### src/rtl/flappy_pkg.sv
// Shared types and pixel geometry for the flappy playfield blocks.
// The pipe generator's gap-narrowing ramp is enabled by PIPE_GEN_RAMP_EN.
package flappy_pkg;

  typedef enum logic [1:0] {
    ST_IDLE   = 2'd0,
    ST_RUN    = 2'd1,
    ST_FROZEN = 2'd2
  } pipe_state_t;

  typedef logic [15:0] pipe_t;

  localparam int SCREEN_H_PX = 480;
  localparam int MARGIN_PX   = 30;
  localparam int PIPE_W_PX   = 60;
  localparam int SPACING_PX  = 240;
  localparam int GAP_H_PX    = 90;
  localparam int PIPE_PITCH  = PIPE_W_PX + SPACING_PX;

  localparam int GAP_FLOOR_PX = 60;
  localparam int GAP_STEP_PX  = 2;

  localparam pipe_t LFSR_TAPS = 16'hB400;
  localparam pipe_t LFSR_SEED = 16'hACE1;

  // One Galois right-shift step.
  function automatic pipe_t lfsr_next(input pipe_t v);
    return v[0] ? ((v >> 1) ^ LFSR_TAPS) : (v >> 1);
  endfunction

endpackage

### src/rtl/lfsr16.sv
// 16-bit Galois LFSR with synchronous load of SEED and a step enable.
// Exposes the look-ahead value so callers can use the post-step word in the same cycle.
module lfsr16
  import flappy_pkg::*;
#(
  parameter pipe_t SEED = LFSR_SEED
) (
  input  logic  clk,
  input  logic  load,
  input  logic  step,
  output pipe_t value,
  output pipe_t next_value
);

  if (SEED == 16'h0000) begin : g_bad_seed
    $error("lfsr16: SEED must be non-zero");
  end

  pipe_t lfsr_q, lfsr_d;

  assign next_value = lfsr_next(lfsr_q);
  assign value      = lfsr_q;

  always_comb begin
    lfsr_d = lfsr_q;
    if (load) begin
      lfsr_d = SEED;
    end else if (step) begin
      lfsr_d = next_value;
    end
  end

  always_ff @(posedge clk) begin
    lfsr_q <= lfsr_d;
  end

endmodule

### src/rtl/pipe_gen.sv
// Pipe generator: scroll tracking, emit timing and LFSR-drawn gap positions.
// Define PIPE_GEN_RAMP_EN to narrow the gap by 2 px every 8 emits (floor 60 px).
module pipe_gen
  import flappy_pkg::*;
#(
  parameter int    SCREEN_H  = SCREEN_H_PX,
  parameter int    MARGIN    = MARGIN_PX,
  parameter int    GAP_H     = GAP_H_PX,
  parameter int    PIPE_W    = PIPE_W_PX,
  parameter int    SPACING   = SPACING_PX,
  parameter int    SCROLL_PX = 2,
  parameter pipe_t SEED      = LFSR_SEED
) (
  input  logic        clk,
  input  logic        rst,
  input  logic        frame_tick,
  input  logic        start,
  input  logic        game_over,
  output logic [15:0] nxt_pipe,
  output logic        pipe_en,
  output logic [8:0]  scroll_off,
  output logic [15:0] gap_h,
  output logic [15:0] pipe_cnt,
  output logic        running,
  output pipe_state_t state_dbg
);

  localparam int    PITCH      = PIPE_W + SPACING;
  localparam int    RANGE_MAX  = SCREEN_H - 2 * MARGIN - GAP_H + 1;
  localparam pipe_t PITCH16    = pipe_t'(PITCH);
  localparam pipe_t SCROLL16   = pipe_t'(SCROLL_PX);
  localparam pipe_t MARGIN16   = pipe_t'(MARGIN);
  localparam pipe_t GAP16      = pipe_t'(GAP_H);
  localparam pipe_t SPAN16     = pipe_t'(SCREEN_H - 2 * MARGIN + 1);

  // The folding of next[8:0] into the gap range uses one subtract only.
  if (RANGE_MAX <= 256 || RANGE_MAX > 512) begin : g_bad_range
    $error("pipe_gen: gap range must lie in (256, 512]");
  end
  if (PITCH > 512 || PITCH < 1) begin : g_bad_pitch
    $error("pipe_gen: pitch must fit the 9-bit scroll offset");
  end

  pipe_state_t state_q, state_d;
  logic        first_q, first_d;
  pipe_t       nxt_pipe_q, nxt_pipe_d;
  logic        pipe_en_q, pipe_en_d;
  logic [8:0]  scroll_q, scroll_d;
  pipe_t       cnt_q, cnt_d;
  logic        emit;
  pipe_t       scroll_sum, scroll_wrap, draw, gap_range, gap_cur;
  pipe_t       lfsr_val, lfsr_nxt;

  lfsr16 #(.SEED(SEED)) u_lfsr (
    .clk        (clk),
    .load       (rst),
    .step       (emit),
    .value      (lfsr_val),
    .next_value (lfsr_nxt)
  );

  assign gap_range = SPAN16 - gap_cur;

  always_comb begin
    state_d     = state_q;
    first_d     = first_q;
    nxt_pipe_d  = nxt_pipe_q;
    pipe_en_d   = 1'b0;
    scroll_d    = scroll_q;
    cnt_d       = cnt_q;
    emit        = 1'b0;
    scroll_sum  = pipe_t'(scroll_q) + SCROLL16;
    scroll_wrap = scroll_sum - PITCH16;
    draw        = {7'd0, lfsr_nxt[8:0]};

    unique case (state_q)
      ST_IDLE: begin
        if (start) begin
          state_d = ST_RUN;
          first_d = 1'b1;
        end
      end
      ST_RUN: begin
        // game_over takes priority over a same-cycle frame_tick.
        if (game_over) begin
          state_d = ST_FROZEN;
        end else if (frame_tick) begin
          if (first_q) begin
            emit    = 1'b1;
            first_d = 1'b0;
          end else if (scroll_sum >= PITCH16) begin
            emit     = 1'b1;
            scroll_d = scroll_wrap[8:0];
          end else begin
            scroll_d = scroll_sum[8:0];
          end
        end
      end
      ST_FROZEN: begin
        state_d = ST_FROZEN;
      end
      default: begin
        state_d = ST_IDLE;
      end
    endcase

    if (emit) begin
      if (draw >= gap_range) begin
        draw = draw - gap_range;
      end
      pipe_en_d  = 1'b1;
      nxt_pipe_d = MARGIN16 + draw;
      if (cnt_q != 16'hFFFF) begin
        cnt_d = cnt_q + 16'd1;
      end
    end
  end

  always_ff @(posedge clk) begin
    if (rst) begin
      state_q    <= ST_IDLE;
      first_q    <= 1'b0;
      nxt_pipe_q <= '0;
      pipe_en_q  <= 1'b0;
      scroll_q   <= '0;
      cnt_q      <= '0;
    end else begin
      state_q    <= state_d;
      first_q    <= first_d;
      nxt_pipe_q <= nxt_pipe_d;
      pipe_en_q  <= pipe_en_d;
      scroll_q   <= scroll_d;
      cnt_q      <= cnt_d;
    end
  end

`ifdef PIPE_GEN_RAMP_EN
  localparam pipe_t FLOOR16 = pipe_t'(GAP_FLOOR_PX);
  localparam pipe_t STEP16  = pipe_t'(GAP_STEP_PX);

  localparam int RANGE_MIN_GAP = SCREEN_H - 2 * MARGIN - GAP_FLOOR_PX + 1;
  if (RANGE_MIN_GAP > 512) begin : g_bad_ramp_range
    $error("pipe_gen: gap range at the ramp floor exceeds 512");
  end

  pipe_t      gap_q, gap_d;
  logic [2:0] ramp_q, ramp_d;

  // The narrowed gap is registered with the 8th emit, so it shapes the next draw.
  always_comb begin
    gap_d  = gap_q;
    ramp_d = ramp_q;
    if (emit) begin
      ramp_d = ramp_q + 3'd1;
      if (ramp_q == 3'd7) begin
        gap_d = (gap_q >= FLOOR16 + STEP16) ? gap_q - STEP16 : FLOOR16;
      end
    end
  end

  always_ff @(posedge clk) begin
    if (rst) begin
      gap_q  <= GAP16;
      ramp_q <= '0;
    end else begin
      gap_q  <= gap_d;
      ramp_q <= ramp_d;
    end
  end

  assign gap_cur = gap_q;
`else
  assign gap_cur = GAP16;
`endif

  assign nxt_pipe   = nxt_pipe_q;
  assign pipe_en    = pipe_en_q;
  assign scroll_off = scroll_q;
  assign gap_h      = gap_cur;
  assign pipe_cnt   = cnt_q;
  assign running    = (state_q == ST_RUN);
  assign state_dbg  = state_q;

  logic unused_lfsr;
  assign unused_lfsr = ^lfsr_val;

endmodule

### config.mk
export PLATFORM = sky130hd
export DESIGN_NAME = pipe_gen
export DESIGN_NICKNAME = d
export VERILOG_FILES = /design/src/rtl/flappy_pkg.sv /design/src/rtl/lfsr16.sv /design/src/rtl/pipe_gen.sv
export SDC_FILE = /design/constraint.sdc
export NUM_CORES = 1
export LEC_CHECK = 0
export CORE_ASPECT_RATIO = 1.75
export CORE_MARGIN = 5
export CORE_UTILIZATION = 57
export DETAILED_ROUTE_END_ITERATION = 10
export HOLD_SLACK_MARGIN = 0.06
export PLACE_DENSITY = 0.95
export SYNTH_ARGS = -nofsm -noshare
export SYNTH_HDL_FRONTEND = slang
export SYNTH_SLANG_ARGS = --single-unit
### constraint.sdc
create_clock -name clk -period 6.9 [get_ports clk]
set_input_delay 1.38 -clock clk [delete_from_list [all_inputs] [get_ports clk]]
set_output_delay 1.38 -clock clk [all_outputs]
set_load 0.05 [all_outputs]
Word-level counts from Yosys, hierarchy flattened
Index checks and enable logic that the tools add are counted.

storage, ports and cells
  register bits after elaboration = 61
  bits of input ports = 5
  output and inout bits = 61
  logic and storage cells = 47

cells by class
  add/subtract/negate cells = 5
  magnitude comparators = 2
  equality and inequality tests = 7
  mux-type cells = 17
  bitwise gates (word level) = 3
  reductions and logical operators = 6

operators by type and width
  operator                                                                               count
  16-bit 2-to-1 mux                                                                      3
  16-bit by 1-bit adder with 16-bit output (second input constant)                       1
  5-bit by 16-bit adder with 16-bit output (first input constant)                        1
  16-bit != test (second input constant)                                                 1
  9-bit by 2-bit adder with 10-bit output (second input constant)                        1
  10-bit by 9-bit greater-or-equal comparator with 1-bit output (second input constant)  1
  9-bit by 9-bit subtractor with 10-bit output (second input constant)                   1
  9-bit greater-or-equal comparator (second input constant)                              1
  1-bit 2-to-1 mux                                                                       9
  9-bit 2-to-1 mux                                                                       1
  9-bit subtractor (second input constant)                                               1
  2-bit != test (second input constant)                                                  4
  4-bit AND reduction                                                                    2
  2-bit case mux with 3 select lines                                                     1
  2-bit 2-to-1 mux                                                                       2
  3-bit inverter with 4-bit output                                                       1
  2-bit AND reduction                                                                    2
  2-bit by 1-bit equality test with 1-bit output (second input constant)                 1
  2-bit equality test (second input constant)                                            1
  2-bit logical NOT                                                                      1
  1-bit inverter                                                                         2
  1-bit case mux with 2 select lines                                                     1
  2-bit nonzero test                                                                     1

Longest topological paths before layout
Gate-level depths: netlist of the first run.

  depth after elaboration = 9
  depth in mapped cells = 14
  depth with buffers taken out = 10

Hierarchy
A second synthesis of the first run with hierarchy kept.

second synthesis, totals
  cell total of the unflattened synthesis = 426
  area, all modules = 3,578.4 sq um

by module, submodules not included
  module    instances  cells each  area each (sq um)  seq. area each (sq um)
  pipe_gen  1          354         2,839.0            880.8
  lfsr16    1          72          739.5              320.3

Worst setup path before layout of the first run
Ideal clock, no wire load.

  kind = register -> register
  from = reg scroll_q[2], in the netlist scroll_off[2]
  to = reg nxt_pipe_q[10], in the netlist nxt_pipe[10]
  setup time = 0.069 ns
  arrival time = 3.141 ns
  data required time = 6.831 ns
  slack = 3.690 ns
  stages on the path, launching flop included = 14
  buffers on the path = 3
  period minus slack after synthesis = 3.210 ns
  cell sequence = dfxtp_1 buf_4 inv_1 ha_1 inv_1 ha_1 o21ai_0 and3_4 a2bb2oi_2 a221o_1 buf_6 or4_4 buf_6 a21oi_2

on the way
  word-level cells in the longest chain between the ends = 7

ends and longest elaborated chain
  item                                                           RTL line         text
  start, declared                                                pipe_gen.sv:48   logic [8:0] scroll_q, scroll_d;
  start signal, assigned                                         pipe_gen.sv:132  scroll_q <= scroll_d;
  9-bit by 2-bit adder with 10-bit output                        pipe_gen.sv:72   scroll_sum = pipe_t'(scroll_q) + SCROLL16;
  10-bit by 9-bit greater-or-equal comparator with 1-bit output  pipe_gen.sv:91   end else if (scroll_sum >= PITCH16) begin
  1-bit 2-to-1 mux                                               pipe_gen.sv:91
  1-bit 2-to-1 mux                                               pipe_gen.sv:88   if (first_q) begin
  1-bit 2-to-1 mux                                               pipe_gen.sv:87   end else if (frame_tick) begin
  1-bit 2-to-1 mux                                               pipe_gen.sv:85   if (game_over) begin
  1-bit 2-to-1 mux                                               pipe_gen.sv:76   unique case (state_q)
  end signal, assigned                                           pipe_gen.sv:130  nxt_pipe_q <= nxt_pipe_d;
  end, declared                                                  pipe_gen.sv:46   pipe_t nxt_pipe_q, nxt_pipe_d;

Every way passes these cells.
A chain may end at the register's enable or synchronous reset.

Worst setup path after layout of the first run
  from = reg scroll_q[2], in the netlist scroll_off[2]
  to = reg cnt_q[7], in the netlist pipe_cnt[7]

on the way
  word-level cells in the longest chain between the ends = 8

ends and longest elaborated chain
  item                                                           RTL line         text
  9-bit by 2-bit adder with 10-bit output                        pipe_gen.sv:72
  10-bit by 9-bit greater-or-equal comparator with 1-bit output  pipe_gen.sv:91
  1-bit 2-to-1 mux                                               pipe_gen.sv:91
  1-bit 2-to-1 mux                                               pipe_gen.sv:88
  1-bit 2-to-1 mux                                               pipe_gen.sv:87
  1-bit 2-to-1 mux                                               pipe_gen.sv:85
  1-bit 2-to-1 mux                                               pipe_gen.sv:76
  2-bit AND reduction (no source line)                           -
  end signal, assigned                                           pipe_gen.sv:133  cnt_q <= cnt_d;
  end, declared                                                  pipe_gen.sv:49   pipe_t cnt_q, cnt_d;

Every way passes these cells.

==> results of run 1 <==
-- routing by layer --
layer	up-vias	GRT usage [%]	wire (µm)
met5	-	0	0
met4	0	12.9	339
met3	33	3.91	399
met2	103	41.1	4730
met1	1614	22.4	3350
li1	1645	-	-
-- synth_stat cells (3+ instances only) --
| cell | n | share of area [%] |
|---|---|---|
| xnor2_1 | 12 | 2.9 |
| mux2i_1 | 5 | 1.4 |
| nand3_1 | 22 | 3.0 |
| and4_1 | 4 | 0.96 |
| clkbuf_1 | 17 | 1.7 |
| ha_1 | 8 | 2.7 |
| nand2_1 | 62 | 6.4 |
| buf_6 | 4 | 1.2 |
| mux2_1 | 5 | 1.5 |
| o311ai_1 | 5 | 1.2 |
| dfxtp_1 | 60 | 33 |
| buf_2 | 9 | 1.2 |
| or2_2 | 4 | 0.69 |
| a211oi_1 | 6 | 1.2 |
| o41ai_1 | 5 | 1.2 |
| mux2_2 | 4 | 1.2 |
| or4_1 | 4 | 0.82 |
| and2_1 | 5 | 0.86 |
| nor2_1 | 24 | 2.5 |
| nand4_1 | 4 | 0.69 |
| o31ai_1 | 4 | 0.82 |
| a311oi_1 | 3 | 0.72 |
| inv_1 | 15 | 1.5 |
| a31oi_1 | 5 | 0.86 |
| o21ai_0 | 19 | 2.6 |
| buf_4 | 19 | 3.9 |
| o2bb2ai_1 | 4 | 0.96 |
| a21oi_1 | 29 | 4.0 |
| xor2_1 | 3 | 0.72 |
| o211ai_1 | 6 | 1.2 |
| o21a_1 | 3 | 0.62 |
| nor3_1 | 8 | 1.1 |
| nor2b_1 | 13 | 2.2 |
| nand3b_1 | 6 | 1.2 |
| a21oi_2 | 7 | 1.7 |
| nor4_1 | 5 | 0.86 |
-- flip-flops by register name (all words and copies together) (netlist names) --
name and flops:
u_lfsr.value 16, state_dbg 2, first_q 1, nxt_pipe 16, pipe_en 1, pipe_cnt 16
scroll_off 8
-- power by group through the flow --
stage	clock, mW	combinational [mW]	sequential, mW
CTS	0.307	0.0794	0.357
global placement	0	0.0767	0.364
floorplan	0	0.0624	0.372
finish	0.305	0.0797	0.357
detailed placement	0	0.0791	0.365
global route	0.325	0.0848	0.358
-- worst register-to-register path: stages, from the launching register on --
cell	delay, ns
dfxtp_1	0.60
ha_1	0.50
xor2_1	0.12
ha_1	0.23
nand3b_1	0.16
a21oi_1	0.23
a2bb2oi_2	0.37
a221o_1	0.78
buf_4	0.43
nor4_1	0.12
mux2_1	0.34
-- kinds of logic (layout without fill, tap and decap cells) --
kind of cell    count (synthesis)  count (layout)  share of synthesized area, %
compound gates                115             115                          21.5
xor+xnor                       15              15                          3.60
fa+ha+maj                       8               8                          2.74
buf+inv                        66              82                          9.88
flops                          60              60                          32.9
mux                            14              14                          4.15
other cells                     2              17                         0.206
simple gates                  176             176                          25.0
-- cell type report --
type	instances	area (µm²)	area share, %
inverter	15	56.3	1.34
multi-input combinational	345	2150	51.3
clock inverter	5	52.6	1.25
timing repair buffer	51	498	11.9
clock buffer	11	131	3.14
sequential	60	1200	28.7
tap	80	100	2.39
-- stage by stage --
stage / setup WS (ns) / power, mW / util (%) / instances
global placement: 2.93 / 0.441 / 64.3 / 551
global route: 2.59 / 0.768 / 67.3 / 567
finish: 2.89 / 0.742 / 67.3 / 567
floorplan: 3.69 / 0.434 / - / 471
CTS: 2.92 / 0.744 / 67.3 / 567
detailed placement: 2.83 / 0.444 / 64.3 / 551
-- final timing paths --
| kind | slack, ns | depth (start not counted) | end | start |
|---|---|---|---|---|
| hold / removal | 0.46 | 2 | nxt_pipe[1] | nxt_pipe[1] |
| hold reg to reg | 0.46 | 2 | nxt_pipe[1] | nxt_pipe[1] |
| setup / recovery | 2.89 | 10 | pipe_cnt[7] | scroll_off[2] |
| setup reg to reg | 2.89 | 10 | pipe_cnt[7] | scroll_off[2] |
==> reports/metrics.yaml, run 1 <==
ys_async_sr_fraction_pct: 0
die_area_um2: 8160
grt_first_pass_wirelength_mm: 14.7
core-area_um2: 6230
worst_setup_path_end_kind: "register"
die_y_um: 116
swShare_pct: 27.8
p_int_mw: 0.536
criticalPathCategory: "reg -> reg"
clk_pin_slew_ns: 0.07
postCtsHoldBufs: 0
rows: 38
htreeDepth: 3
insertion_delay_ns: 0.35
tns_ns: 0
totalWireLength_mm: 8.82
arrival_ns: 4.24
path_buf_inv: 1
wl_per_cell_um: 15.5
start_util_pct: 58.6
finClkSkew_ns: 0.00899
comb_power_share_pct: 10.7
drc_errors: 0
synth_ff_type: "dfxtp_1"
cts_max_path_buffers: 2
hold_viol: 0
drt_iter0_drc: 193
period_needed_ns: 4.01
synth_area_um2: 3650
grt_pass1_vias: 3243
slew_headroom_pct: 43.7
antenna_found_initial: 0
final_cell_mix: "62 x nand2_1, 60 x dfxtp_1, 47 x clkdlybuf4s50_1, 29 x a21oi_1, 24 x nor2_1"
ant_nets: 0
ioPinCount: 66
die_w_um: 70.5
p_clk_share_pct: 41.1
cts_resized: 0
crit_fanout: 32
yosysUniqueCellTypes: 65
status: "complete, no violations"
final_area_um2: 4190
finalSetupViolCount: 0
syn_area_per_cell_um2: 8.00
drt-pass1-iter-count: 5
crit_chain: "ha_1 -> xor2_1 -> ha_1 -> nand3b_1 -> a21oi_1 -> a2bb2oi_2 -> a221o_1 -> buf_4 -> nor4_1 -> mux2_1"
num_vias: 3395
hpwl_mm: 6.32
grt_setup_unrepaired: "no"
clkSinkCount: 60
powerDensity_nw_per_um2: 177
synth_seq_cells: 60
seq_area_frac_synth_pct: 32.9
grt.overflow.total: 0
layout.nets: 495
max_stage_delay_ns: 0.78
nFillCells: 490
cts_buffers: 9
final_layout_size_suffix_gt1_share_pct: 8.62
timing.fmax_ghz: 0.249
critPathTopFamily: "compound AO/OA/AOI/OAI gates"
maxSlewViolCount: 0
leakage_nw: 1.45
start_kind: "register"
crit_required_ns: 7.13
post-route-period-util_pct: 58.2
syn2layout_area_growth_pct: 14.8
postCtsSetupBuffers: 0
dpl_cell_area_um2: 4010
root_buffer: "clkbuf_8"
grt_max_degree: 56
pwr-share-seq_pct: 48.2
synth_edf_count: 0
timing.hold.ws_ns: 0.460
p_switching_mw: 0.206
gp_congestion: 0.905
worstMarginPinSlew_ns: 0.823
min_path_type: "reg -> reg"
crit_path_top_delay_cell: "a221o_1"
yosysWarnings: 0
layout_commonest_cell: "nand2_1"
netlist_instances: 456
crit_path_frequent_cell: "ha_1"
antennaDiodeCount: 0
cts_tree: "built"
irDropWorstVdd_uv: 157
grt_use_total_pct: 21.9
via_per_inst: 5.99
portBuffers: 48
maxCapViolCount: 0
(Power assumes the default switching activity.)
==> run 2: changes to the inputs <==
--- a/config.mk
+++ b/config.mk
@@ -7,10 +7,10 @@
 export LEC_CHECK = 0
 export CORE_ASPECT_RATIO = 1.75
 export CORE_MARGIN = 5
-export CORE_UTILIZATION = 57
+export CORE_UTILIZATION = 53
 export DETAILED_ROUTE_END_ITERATION = 10
 export HOLD_SLACK_MARGIN = 0.06
-export PLACE_DENSITY = 0.95
+export PLACE_DENSITY = 0.91
 export SYNTH_ARGS = -nofsm -noshare
 export SYNTH_HDL_FRONTEND = slang
 export SYNTH_SLANG_ARGS = --single-unit
==> constraint.sdc (replaced) <==
create_clock -name clk -period 4 [get_ports clk]
set_input_delay 0.8 -clock clk [delete_from_list [all_inputs] [get_ports clk]]
set_output_delay 0.8 -clock clk [all_outputs]
set_load 0.05 [all_outputs]
==> run 2 against run 1 <==
Against the previous run: combinational power is 71% higher; non-clock buffer count is 2 higher; routed wire length decreased by 1.8%; critical endpoint is now nxt_pipe[11].
==> reports/metrics.yaml, run 2 (synthesis results as in run 1) <==
post-route-util_pct: 63.4
cts_resized: 0
grt_pass1_vias: 3172
drt_iter0_drc: 325
layout.nets: 497
crit_chain: "ha_1 -> xor2_1 -> ha_1 -> o21ai_0 -> and3_4 -> a2bb2oi_2 -> a221o_1 -> buf_4 -> or4_4 -> a21oi_2"
tns_ns: 0
maxCapViolCount: 0
reg2reg_from: "scroll_off[1]"
p_clk_share_pct: 49.2
cts_max_path_buffers: 2
leakage_nw: 1.51
antenna_found_initial: 0
swShare_pct: 24.4
crit_required_ns: 4.26
grt.overflow.total: 0
maxSlewViolCount: 0
totalWireLength_mm: 8.66
drt-pass1-iter-count: 5
final_cell_mix: "62 x nand2_1, 60 x dfxtp_1, 47 x clkdlybuf4s50_1, 29 x a21oi_1, 24 x nor2_1"
r2r_setup_slack_ns: 0.46
die_area_um2: 8710
cts_buffers: 9
wl_per_cell_um: 15.1
status: "complete, no violations"
grt_use_total_pct: 20.5
final_layout_size_suffix_gt1_share_pct: 9.02
cp-endpoint: "nxt_pipe[11]"
grt_setup_unrepaired: "no"
timing.fmax_ghz: 0.282
die_w_um: 72.7
max_stage_delay_ns: 0.60
hold_viol: 0
start_util_pct: 53.6
postCtsSetupBuffers: 0
arrival_ns: 3.80
hpwl_mm: 6.28
grt_max_degree: 55
grt_first_pass_wirelength_mm: 14.3
via_per_inst: 5.93
slew_headroom_pct: 52.5
finalSetupViolCount: 0
worst_setup_path_end_kind: "register"
final_cell_count_no_fill: 572
postCtsHoldBufs: 0
period_needed_ns: 3.54
root_buffer: "clkbuf_16"
clkSinkCount: 60
htreeDepth: 3
core-area_um2: 6810
comb_power_share_pct: 9.2
reg2reg_to: "nxt_pipe[11]"
post-route-period-util_pct: 88.6
cts_tree: "built"
p_switching_mw: 0.363
gp_congestion: 0.962
layout_commonest_cell: "nand2_1"
finClkSkew_ns: 0.00541
drc_errors: 0
powerDensity_nw_per_um2: 344
insertion_delay_ns: 0.33
crit_path_frequent_cell: "ha_1"
pwr-share-seq_pct: 41.7
min_path_type: "reg -> reg"
clk_pin_slew_ns: 0.05
criticalPathCategory: "reg -> reg"
syn2layout_area_growth_pct: 18.2
p_int_mw: 1.12
worstMarginPinSlew_ns: 0.710
worstSetupStartpoint: "scroll_off[1]"
reg2regPathDepth: 10
ioPinCount: 66
start_kind: "register"
rows: 40
dp_cells: 557
num_vias: 3390
irDropWorstVdd_uv: 273
ant_nets: 0
crit_fanout: 14
finalPower_mw: 1.49
portBuffers: 48
crit_path_top_delay_cell: "dfxtp_1"
antennaDiodeCount: 0
die_y_um: 120
-- run 2: cell type report --
| class | count | area, µm² |
|---|---|---|
| fill | 583 | 2490 |
| multi-input combinational | 345 | 2150 |
| tap | 84 | 105 |
| timing repair buffer | 53 | 513 |
| clock inverter | 1 | 5.00 |
| inverter | 15 | 56.3 |
| sequential | 60 | 1200 |
| clock buffer | 14 | 284 |
-- run 2: through the flow --
step	hold WS, ns	cell area (µm²)	worst slack [ns]
2_1_floorplan	0.432	3700	0.790
3_3_place_gp	0.441	4030	0.661
3_5_place_dp	0.462	4030	0.522
4_1_cts	0.468	4310	0.491
5_1_grt	0.479	4310	0.256
6_report	0.461	4310	0.457
-- run 2: power groups by stage --
| stage | Sequential [mW] | Clock (mW) | Combinational [mW] |
|---|---|---|---|
| finish | 0.619 | 0.730 | 0.136 |
| CTS | 0.618 | 0.748 | 0.136 |
| detailed placement | 0.630 | 0 | 0.136 |
| global route | 0.619 | 0.776 | 0.147 |
| global placement | 0.629 | 0 | 0.132 |
| floorplan | 0.642 | 0 | 0.108 |
-- run 2: per-layer routing --
metal / vias to the layer above / GRT usage (%) / wire length (µm)
met5: - / 0 / 0
met4: 0 / 11.1 / 302
met3: 27 / 5.11 / 404
met2: 103 / 35.9 / 4710
met1: 1610 / 21.6 / 3240
li1: 1650 / - / -
-- run 2: worst min-delay path by stage --
stage                                 from               end  slack, ns  cells past startpoint
after detailed placement  u_lfsr.value[10]   u_lfsr.value[9]       0.46                      2
after CTS                 u_lfsr.value[15]  u_lfsr.value[14]       0.47                      2
final                     u_lfsr.value[10]   u_lfsr.value[9]       0.46                      2
after global routing      u_lfsr.value[10]   u_lfsr.value[9]       0.48                      2
after global placement    u_lfsr.value[10]   u_lfsr.value[9]       0.44                      2
after floorplan           u_lfsr.value[15]  u_lfsr.value[14]       0.43                      2
-- run 2: worst max-delay path, delay by kind of cell (launching register included) --
family / cells / cell delay (ns)
AOI/OAI and AO/OA: 4 / 0.97
DFF: 1 / 0.60
and+or+nand+nor: 2 / 0.78
buffers and inverters: 1 / 0.24
adders and majority gates: 2 / 0.67
xor gates and xnor gates: 1 / 0.19
==> run 3: changes to the inputs <==
--- a/config.mk
+++ b/config.mk
@@ -9,8 +9,10 @@
 export CORE_MARGIN = 5
 export CORE_UTILIZATION = 53
 export DETAILED_ROUTE_END_ITERATION = 10
+export GPL_TIMING_DRIVEN = 0
 export HOLD_SLACK_MARGIN = 0.06
 export PLACE_DENSITY = 0.91
 export SYNTH_ARGS = -nofsm -noshare
 export SYNTH_HDL_FRONTEND = slang
+export SYNTH_HIERARCHICAL = 1
 export SYNTH_SLANG_ARGS = --single-unit
==> run 3 against run 2 <==
Against the previous run: global-route usage increased by 0.70 points; sequential cell count unchanged; routed wire length decreased by 0.17%; fmax decreased by 3.6%; sequential power increased by 0.6%; cell count decreased by 0.35%; register-to-register slack got worse by 0.13 ns; power increased by 8.2%.
==> reports/metrics.yaml, run 3 <==
gp_congestion: 0.879
syn_area_per_cell_um2: 8.46
min_path_type: "reg -> reg"
final_area_um2: 4410
antennaDiodeCount: 0
period_needed_ns: 3.68
drt_iter0_drc: 297
clkSinkCount: 60
grt_use_total_pct: 21.2
ant_nets: 0
via_per_inst: 5.61
rows: 39
post-route-period-util_pct: 91.9
worstMarginPinSlew_ns: 0.577
die_y_um: 117
slew_headroom_pct: 61.5
reg2regPathDepth: 14
root_buffer: "clkbuf_16"
grt_setup_unrepaired: "no"
final_layout_size_suffix_gt1_share_pct: 12.5
syn2layout_area_growth_pct: 27.2
met3_length_um: 510
maxCapViolCount: 0
drc_errors: 0
reg2reg_from: "scroll_off[1]"
antenna_found_initial: 0
arrival_ns: 3.88
core-area_um2: 6440
ioPinCount: 66
cts_max_path_buffers: 2
grt_max_degree: 16
cts_resized: 0
layout.nets: 497
worst_setup_path_end_kind: "register"
crit_fanout: 15
criticalPathCategory: "reg -> reg"
min-delay-start: "nxt_pipe[15]"
top_layer_used: "met4"
grt_first_pass_wirelength_mm: 14.1
maxSlewViolCount: 0
min_to: "nxt_pipe[15]"
grt.overflow.total: 0
irDropWorstVdd_uv: 367
postCtsHoldBufs: 0
powerDensity_nw_per_um2: 364
num_vias: 3197
cts_buffers: 9
dpl_cell_area_um2: 4110
hold_viol: 0
leakage_nw: 1.72
reg2reg_to: "u_lfsr/value[9]"
grt_pass1_vias: 3142
r2r_setup_slack_ns: 0.32
htreeDepth: 3
start_kind: "register"
die_w_um: 71.2
tns_ns: 0
timing.fmax_ghz: 0.272
final_cell_mix: "60 x dfxtp_1, 48 x clkdlybuf4s50_1, 45 x nor2_1, 31 x a21oi_1, 30 x nand2_1"
finalSetupViolCount: 0
finClkSkew_ns: 0.00459
netlist_instances: 410
timing.hold.ws_ns: 0.471
totalWireLength_mm: 8.64
hpwl_mm: 6.54
crit_required_ns: 4.21
die_area_um2: 8330
min_path_cells: 2
layout_commonest_cell: "dfxtp_1"
start_util_pct: 53.9
wl_per_cell_um: 15.2
cts_tree: "built"
m1WireLength_mm: 3.09
portBuffers: 48
yosysWarnings: 6
wl_met2_mm: 4.87
synth_area_um2: 3470
status: "complete, no violations"
drt-pass1-iter-count: 5
postCtsSetupBuffers: 0
insertion_delay_ns: 0.32
clk_pin_slew_ns: 0.05
## run 3: worst max-delay path by stage
stage,depth (start not counted),to,start
after CTS,14,u_lfsr/value[9],scroll_off[1]
after global placement,14,u_lfsr/value[9],scroll_off[1]
after detailed placement,14,u_lfsr/value[9],scroll_off[1]
after floorplan,14,u_lfsr/value[9],scroll_off[1]
after global routing,14,u_lfsr/value[9],scroll_off[1]
final,14,u_lfsr/value[9],scroll_off[1]
## run 3: stage by stage
step	cells	util (%)	setup slack [ns]	total power, mW
4_1_cts	570	68.5	0.310	1.62
6_report	570	68.5	0.324	1.61
5_1_grt	570	68.5	0.0512	1.66
3_5_place_dp	555	63.8	0.395	0.838
2_1_floorplan	425	-	0.705	0.792
3_3_place_gp	555	63.8	0.511	0.832
## run 3: layout make-up
cell class	count	area, µm²
sequential	60	1200
inverter	13	48.8
multi-input combinational	316	2030
clock inverter	1	30.0
fill	502	2030
tap	82	103
timing repair buffer	48	480
buffer	36	248
clock buffer	14	274
## run 3: per-layer routing
| metal | vias up | global-route usage, % |
|---|---|---|
| li1 | 1579 | - |
| met1 | 1501 | 20.8 |
| met2 | 96 | 40.7 |
| met3 | 21 | 5.21 |
| met4 | 0 | 9.91 |
| met5 | - | 0 |
## run 3: power breakdown
group,leakage (nW),switching (mW),internal (mW)
clock network,0.149,0.249,0.529
registers,0.484,0.0112,0.611
logic,1.08,0.139,0.0677
## run 3: critical path, stage by stage (launching register included)
cell and delay, ns:
dfxtp_1 0.51, ha_1 0.37, clkbuf_1 0.40, xor2_1 0.19, ha_1 0.27, a21oi_1 0.07, a31oi_1 0.38, o21ai_2 0.17
a21o_4 0.27, inv_2 0.13, buf_6 0.19, buf_6 0.18, buf_12 0.14, mux2i_1 0.20, nor2_1 0.06
